**config.mk**
```make
export PLATFORM = sky130hd
export DESIGN_NAME = municao_jogador_flat
export DESIGN_NICKNAME = d
export VERILOG_FILES = /design/src/rtl/municao_jogador_if.sv /design/src/rtl/municao_jogador.sv /design/src/flat_wrapper.sv
export SDC_FILE = /design/constraint.sdc
export NUM_CORES = 1
export LEC_CHECK = 0
export CORE_UTILIZATION = 45
export DETAILED_ROUTE_END_ITERATION = 7
export DONT_BUFFER_PORTS = 1
export PLACE_DENSITY = 0.68
export SLEW_MARGIN = 20
export SYNTH_ARGS = -nofsm -noshare
export SYNTH_HDL_FRONTEND = slang
export SYNTH_SLANG_ARGS = --single-unit
```
**constraint.sdc**
```tcl
create_clock -name clk -period 7.9 [get_ports clk]
set_input_delay 1.58 -clock clk [delete_from_list [all_inputs] [get_ports clk]]
set_output_delay 1.58 -clock clk [all_outputs]
set_load 0.005 [all_outputs]
```
**src/rtl/municao_jogador_if.sv**
```systemverilog
// Signal bundle between the player ammunition block and the rest of the game:
// fire button, ship/enemy positions and VGA counters in; bullet state and pixel colour out.
interface municao_jogador_if;
   logic        btn_fire;
   logic [10:0] posX_player;
   logic [10:0] posY_player;
   logic [10:0] posX_enemy;
   logic [10:0] posY_enemy;
   logic [9:0]  h_counter;
   logic [9:0]  v_counter;
   logic [10:0] posX_shot;
   logic [10:0] posY_shot;
   logic        shot_active;
   logic        hit_pulse;
   logic [7:0]  hit_count;
   logic [7:0]  R;
   logic [7:0]  G;
   logic [7:0]  B;

   // Game side: drives the button, positions and scan counters.
   modport master (
      output btn_fire, posX_player, posY_player, posX_enemy, posY_enemy, h_counter, v_counter,
      input  posX_shot, posY_shot, shot_active, hit_pulse, hit_count, R, G, B
   );

   // Ammunition block side.
   modport slave (
      input  btn_fire, posX_player, posY_player, posX_enemy, posY_enemy, h_counter, v_counter,
      output posX_shot, posY_shot, shot_active, hit_pulse, hit_count, R, G, B
   );
endinterface

```
**src/rtl/municao_jogador.sv**
```systemverilog
// Player bullet: one launch per fire press, climbs one pixel per move tick,
// detects overlap with the enemy box, counts hits and paints the bullet pixels.
module municao_jogador #(
   parameter int MOVE_DELAY   = 500000,
   parameter int COOLDOWN     = 10000000,
   parameter int FLASH_CYCLES = 5000000,
   parameter int TOP_LIMIT    = 2,
   parameter int BULLET_W     = 2,
   parameter int BULLET_H     = 20,
   parameter int ENEMY_W      = 40,
   parameter int ENEMY_H      = 30
) (
   input logic              clk,
   input logic              reset,
   municao_jogador_if.slave bus
);
   localparam int MOVE_W  = $clog2(MOVE_DELAY + 1);
   localparam int COOL_W  = $clog2(COOLDOWN + 1);
   localparam int FLASH_W = $clog2(FLASH_CYCLES + 1);

   typedef enum logic [1:0] {S_IDLE, S_FLYING, S_FLASH} state_t;

   state_t             r_state, w_state_next;
   logic               r_sync1, r_sync2, r_btn_prev;
   logic [MOVE_W-1:0]  r_move_cnt;
   logic [COOL_W-1:0]  r_cool_cnt;
   logic [FLASH_W-1:0] r_flash_cnt, w_flash_next;
   logic [10:0]        r_pos_x, r_pos_y, w_pos_x_next, w_pos_y_next;
   logic               r_hit_pulse, w_hit_pulse_next;
   logic [7:0]         r_hit_count, w_hit_count_next;
   logic [7:0]         r_red, r_green, r_blue;
   logic               w_fire_req, w_tick, w_launch, w_hit, w_at_top;
   logic               w_blank, w_in_bullet;
   logic [10:0]        w_h, w_v;

   // Bring the raw button into the clock domain and keep one flop of history for edge detection.
   // NOTE: clocked state uses non-blocking assignments so every flop samples pre-edge values.
   always_ff @(posedge clk or posedge reset) begin
      if (reset) begin
         r_sync1    <= 1'b0;
         r_sync2    <= 1'b0;
         r_btn_prev <= 1'b0;
      end else begin
         r_sync1    <= bus.btn_fire;
         r_sync2    <= r_sync1;
         r_btn_prev <= r_sync2;
      end
   end

   // A held button yields a single request on its rising edge.
   assign w_fire_req = r_sync2 & ~r_btn_prev;
   assign w_tick     = (r_move_cnt == MOVE_W'(MOVE_DELAY));
   assign w_launch   = (r_state == S_IDLE) && w_fire_req && (r_cool_cnt == '0);

   // Free-running move timer, 0..MOVE_DELAY inclusive.
   always_ff @(posedge clk or posedge reset) begin
      if (reset)       r_move_cnt <= '0;
      else if (w_tick) r_move_cnt <= '0;
      else             r_move_cnt <= r_move_cnt + MOVE_W'(1);
   end

   // Shot cooldown: reloaded on launch, counts down to zero and rests there.
   always_ff @(posedge clk or posedge reset) begin
      if (reset)                  r_cool_cnt <= '0;
      else if (w_launch)          r_cool_cnt <= COOL_W'(COOLDOWN);
      else if (r_cool_cnt != '0)  r_cool_cnt <= r_cool_cnt - COOL_W'(1);
   end

   // Rectangle overlap with additions only, so nothing depends on subtraction wrap-around.
   assign w_hit = (r_pos_x < bus.posX_enemy + 11'(ENEMY_W)) &&
                  (r_pos_x + 11'(BULLET_W) > bus.posX_enemy) &&
                  (r_pos_y < bus.posY_enemy + 11'(ENEMY_H)) &&
                  (r_pos_y + 11'(BULLET_H) > bus.posY_enemy);
   // Checked before the decrement, so posY_shot can never underflow.
   assign w_at_top = (r_pos_y <= 11'(TOP_LIMIT));

   // FSM state register.
   always_ff @(posedge clk or posedge reset) begin
      if (reset) r_state <= S_IDLE;
      else       r_state <= w_state_next;
   end

   // FSM next state: a hit outranks the top-of-screen miss.
   // NOTE: every combinational output gets a default first so no latch is inferred.
   always_comb begin
      w_state_next = r_state;
      case (r_state)
         S_IDLE:   if (w_launch) w_state_next = S_FLYING;
         S_FLYING: begin
            if (w_hit)                  w_state_next = S_FLASH;
            else if (w_tick && w_at_top) w_state_next = S_IDLE;
         end
         S_FLASH:  if (r_flash_cnt <= FLASH_W'(1)) w_state_next = S_IDLE;
         default:  w_state_next = S_IDLE;
      endcase
   end

   // FSM outputs: next values of position, hit bookkeeping and flash timer.
   always_comb begin
      w_pos_x_next     = r_pos_x;
      w_pos_y_next     = r_pos_y;
      w_hit_pulse_next = 1'b0;
      w_hit_count_next = r_hit_count;
      w_flash_next     = r_flash_cnt;
      case (r_state)
         S_IDLE: begin
            if (w_launch) begin
               w_pos_x_next = bus.posX_player;
               w_pos_y_next = bus.posY_player;
            end
         end
         S_FLYING: begin
            if (w_hit) begin
               w_hit_pulse_next = 1'b1;
               w_flash_next     = FLASH_W'(FLASH_CYCLES);
               if (r_hit_count != 8'hFF) w_hit_count_next = r_hit_count + 8'd1;
            end else if (w_tick && !w_at_top) begin
               w_pos_y_next = r_pos_y - 11'd1;
            end
         end
         S_FLASH: begin
            if (r_flash_cnt != '0) w_flash_next = r_flash_cnt - FLASH_W'(1);
         end
         default: ;
      endcase
   end

   // Datapath registers fed by the FSM output logic.
   always_ff @(posedge clk or posedge reset) begin
      if (reset) begin
         r_pos_x     <= '0;
         r_pos_y     <= '0;
         r_hit_pulse <= 1'b0;
         r_hit_count <= '0;
         r_flash_cnt <= '0;
      end else begin
         r_pos_x     <= w_pos_x_next;
         r_pos_y     <= w_pos_y_next;
         r_hit_pulse <= w_hit_pulse_next;
         r_hit_count <= w_hit_count_next;
         r_flash_cnt <= w_flash_next;
      end
   end

   assign w_h         = {1'b0, bus.h_counter};
   assign w_v         = {1'b0, bus.v_counter};
   assign w_blank     = (w_v <= 11'd2) || (w_h <= 11'd96);
   assign w_in_bullet = (w_h >= r_pos_x) && (w_h < r_pos_x + 11'(BULLET_W)) &&
                        (w_v >= r_pos_y) && (w_v < r_pos_y + 11'(BULLET_H));

   // Pixel colour, one cycle behind the scan counters: yellow in flight, white while flashing.
   always_ff @(posedge clk or posedge reset) begin
      if (reset) begin
         r_red   <= '0;
         r_green <= '0;
         r_blue  <= '0;
      end else if (w_blank) begin
         r_red   <= '0;
         r_green <= '0;
         r_blue  <= '0;
      end else if (r_state == S_FLYING && w_in_bullet) begin
         r_red   <= 8'hFF;
         r_green <= 8'hFF;
         r_blue  <= 8'h00;
      end else if (r_state == S_FLASH && w_in_bullet) begin
         r_red   <= 8'hFF;
         r_green <= 8'hFF;
         r_blue  <= 8'hFF;
      end else begin
         r_red   <= '0;
         r_green <= '0;
         r_blue  <= '0;
      end
   end

   assign bus.posX_shot   = r_pos_x;
   assign bus.posY_shot   = r_pos_y;
   assign bus.shot_active = (r_state == S_FLYING);
   assign bus.hit_pulse   = r_hit_pulse;
   assign bus.hit_count   = r_hit_count;
   assign bus.R           = r_red;
   assign bus.G           = r_green;
   assign bus.B           = r_blue;
endmodule

```
**src/flat_wrapper.sv**
```systemverilog
// flat-port wrapper written by rule: the top's interface ports become plain ports
module municao_jogador_flat 
#(
   parameter int MOVE_DELAY   = 500000,
   parameter int COOLDOWN     = 10000000,
   parameter int FLASH_CYCLES = 5000000,
   parameter int TOP_LIMIT    = 2,
   parameter int BULLET_W     = 2,
   parameter int BULLET_H     = 20,
   parameter int ENEMY_W      = 40,
   parameter int ENEMY_H      = 30
)
  (clk, reset, bus_btn_fire, bus_posX_player, bus_posY_player, bus_posX_enemy, bus_posY_enemy, bus_h_counter, bus_v_counter, bus_posX_shot, bus_posY_shot, bus_shot_active, bus_hit_pulse, bus_hit_count, bus_R, bus_G, bus_B);
  municao_jogador_if bus_i ();
  input logic clk;
  input logic reset;
  input wire logic [$bits(bus_i.btn_fire)-1:0] bus_btn_fire;
  input wire logic [$bits(bus_i.posX_player)-1:0] bus_posX_player;
  input wire logic [$bits(bus_i.posY_player)-1:0] bus_posY_player;
  input wire logic [$bits(bus_i.posX_enemy)-1:0] bus_posX_enemy;
  input wire logic [$bits(bus_i.posY_enemy)-1:0] bus_posY_enemy;
  input wire logic [$bits(bus_i.h_counter)-1:0] bus_h_counter;
  input wire logic [$bits(bus_i.v_counter)-1:0] bus_v_counter;
  output wire logic [$bits(bus_i.posX_shot)-1:0] bus_posX_shot;
  output wire logic [$bits(bus_i.posY_shot)-1:0] bus_posY_shot;
  output wire logic [$bits(bus_i.shot_active)-1:0] bus_shot_active;
  output wire logic [$bits(bus_i.hit_pulse)-1:0] bus_hit_pulse;
  output wire logic [$bits(bus_i.hit_count)-1:0] bus_hit_count;
  output wire logic [$bits(bus_i.R)-1:0] bus_R;
  output wire logic [$bits(bus_i.G)-1:0] bus_G;
  output wire logic [$bits(bus_i.B)-1:0] bus_B;
  assign bus_i.btn_fire = bus_btn_fire;
  assign bus_i.posX_player = bus_posX_player;
  assign bus_i.posY_player = bus_posY_player;
  assign bus_i.posX_enemy = bus_posX_enemy;
  assign bus_i.posY_enemy = bus_posY_enemy;
  assign bus_i.h_counter = bus_h_counter;
  assign bus_i.v_counter = bus_v_counter;
  assign bus_posX_shot = bus_i.posX_shot;
  assign bus_posY_shot = bus_i.posY_shot;
  assign bus_shot_active = bus_i.shot_active;
  assign bus_hit_pulse = bus_i.hit_pulse;
  assign bus_hit_count = bus_i.hit_count;
  assign bus_R = bus_i.R;
  assign bus_G = bus_i.G;
  assign bus_B = bus_i.B;
  municao_jogador #(.MOVE_DELAY(MOVE_DELAY), .COOLDOWN(COOLDOWN), .FLASH_CYCLES(FLASH_CYCLES), .TOP_LIMIT(TOP_LIMIT), .BULLET_W(BULLET_W), .BULLET_H(BULLET_H), .ENEMY_W(ENEMY_W), .ENEMY_H(ENEMY_H)) u_core (.clk(clk), .reset(reset), .bus(bus_i));
endmodule
```
==> reports/qor.txt <==
Clock Power Share = 22.3%
routed vias = 6,341
post-DP HPWL = 13,900 um
FF+latch count, synth = 104
first-pass GRT wire length = 30,200 um
Least-Margin Pin Slew = 972 ps
WL/cell = 16.8 um
die width = 135 um
DRC Markers = 0
initial cell density of the core = 45.8%
area fraction of the dominant cell type after synthesis = 32.9%
Synth Flop Type = dfrtp_1
Clock Tree Buf Depth = 2
Crit path buffers/inverters = 1
# IOs = 123
number of global-route vias before repair = 6,049
Mapped Avg Cell Area = 8.85 um2
number of I/O port buffers = 0
CTS buffer count = 9
leading cell type in the layout, fill and taps excluded = dfrtp_1
worst path cell trace = nor3_1, a21o_1, xnor2_1, ha_1, a211o_1, a21oi_1, o21ai_0, a222oi_1, nor4b_4, a31oi_2, buf_4, nor2_1, a31o_2
Setup CP Type = in2reg
Tot GR Track Use = 20.7%
Root Driver = clkbuf_16
Area growth syn-to-layout = 4.36%
Sequential Power Share = 37.1%
status = finished clean
leading area contributor after synthesis = dfrtp_1
Synth area leaders = dfrtp_1, ha_1, xnor2_1
WP data required = 8180 ps
total power = 1.90 mW
Worst path max stage delay = 770 ps
DP Cell Count = 1,078
Initial DRT Pass Iterations = 5
CP Capture Type = flop
Post-Synthesis Cells = 893
Final Hold Vio Count = 0
full die area = 18,100 um2
Worst-path clk slew = 70 ps
Final setup viols = 0
Resize count post-CTS = 0
height of the die = 135 um
clock skew = 10.1 ps
largest net degree at the start of global routing = 58
Synth Cell Area = 7900 um2
Setup crit start kind = input pin
CTS tree = done
Post-synth EDFFs = 0
maximum VDD drop = 0.000173 V
crit path DAT = 5250 ps
Rel. slew slack = 33.6%
antenna violations before repair = 1
P_int = 1.13 mW
Hold Path Class = reg2reg
max-slew violations = 0
CTS Hold Buffers Added = 0
Max Clock Freq = 0.201 GHz
fraction of final layout cells sized beyond drive strength 1 = 5.06%
Warnings, synthesis = 0
Total Wirelength = 18,400 um
num rows = 48
GR Overflow Total = 0
fin nets = 1,020
ys async rst share = 100%
Sw Ratio = 40.6%
slowest CP cell = nor2_1
Antenna Cells = 0
DRT iter0 DRCs = 471
H-tree depth = 3
critical path peak fanout = 32
P_sw = 0.769 mW
Post-Layout Cell Count = 1,094
clock sinks = 104
Yosys cell types = 70
most frequent cells in the layout = dfrtp_1, ha_1, inv_1, nor2_1, nand2_1
RePlAce Congestion = 0.836
worst skew pair latency = 350 ps
LEAKAGE = 3.66 nW
core area = 17,200 um2
fin crit share = 62.9%
setup TNS = 0 ps
Worst path top cell family by delay = simple AND/OR/NAND/NOR gates
Gate power share = 40.5%
Final min period = 4970 ps
post-DR vias/cell = 5.80
Seq/Total Area, Yosys = 32.9%
Post-CTS Setup Bufs = 0
RSZ-0062 raised after global routing = no
Final ANT Viol Nets = 0
Pwr Density = 230 nW/um2
Synthesized Nets = 1,049
MaxCap Viol Count = 0
[area by class of cell]
type                       count  area [um2]
fill                        1647        8990
multi-input combinational    668        4760
sequential                   104        2600
inverter                      77         292
tap                          225         282
clock buffer                   9         225
clock inverter                 7        53.8
timing repair buffer           4        30.0
[synth_stat cells (all sizes together), types with 3 or more instances]
library cell,number
o22ai,5
a21o,17
a2bb2oi,4
or4,9
and3,7
a21oi,44
a211oi,4
or3,18
a22o,5
and2,4
o211ai,6
dfrtp,104
o21ba,3
mux2i,4
nor3,37
nand2,56
nand2b,11
inv,76
o31ai,5
buf,28
o21a,5
xnor3,3
o21ai,43
xnor2,48
a31o,3
clkbuf,16
nor2b,10
mux2,3
a2111oi,5
nor4b,3
a31oi,11
ha,89
o41ai,6
nand3,38
a211o,3
xor2,17
nor2,73
nand4,20
nor4,22
a311oi,4
[per-layer routing]
metal  GRT usage [%]  wire length [um]
met5               0                 0
met2            32.7              8230
met3            4.88              1290
met1            29.0              8630
met4            4.00               224
[state kept, by name, summed over array words and instances (netlist names)]
name	count
u_core.r_state	2
u_core.bus.B	1
u_core.r_flash_cnt	23
u_core.bus.R	1
u_core.r_move_cnt	19
u_core.r_sync2	1
u_core.r_sync1	1
u_core.bus.posY_shot	11
u_core.r_cool_cnt	24
u_core.bus.hit_pulse	1
u_core.bus.posX_shot	11
u_core.r_btn_prev	1
u_core.bus.hit_count	8
[kinds of logic after synthesis]
family	synth area share (%)
and+or+nand+nor	20.7
DFF	32.9
adders and majority gates	14.2
muxes	0.934
buffers and inverters	6.89
xor gates and xnor gates	8.06
AOI/OAI and AO/OA	16.2
[metrics by stage]
step                      hold WS (ps)  util (%)  instance area, um2  worst slack [ps]
after floorplan                    331         -                7900              3570
after global placement             363      46.2                7970              2690
after detailed placement           370      46.2                7970              2620
after CTS                          388      47.8                8240              2980
after global routing               400      47.8                8240              2640
final                              380      47.8                8240              2930
[path summary, 6_finish.rpt]
path	from	to	slack, ps	cells after the start
max	bus_posY_enemy[2]	u_core.r_flash_cnt[12]	2930	13
min in group asynchronous	reset	u_core.r_flash_cnt[9]	1220	1
min reg2reg	u_core.r_sync2	u_core.r_btn_prev	380	0
max in group asynchronous	reset	u_core.bus.posX_shot[2]	5620	2
max reg2reg	u_core.bus.posY_shot[3]	u_core.r_flash_cnt[12]	3200	14
min	u_core.r_sync2	u_core.r_btn_prev	380	0
[power by group through the flow]
stage | logic, mW | clock network [mW] | registers [mW]
after floorplan | 0.623 | 0 | 0.670
after global placement | 0.739 | 0 | 0.710
after detailed placement | 0.756 | 0 | 0.711
after CTS | 0.764 | 0.438 | 0.702
after global routing | 0.871 | 0.457 | 0.714
final | 0.768 | 0.423 | 0.704
No activity file was read; power rests on OpenSTA's default activity.
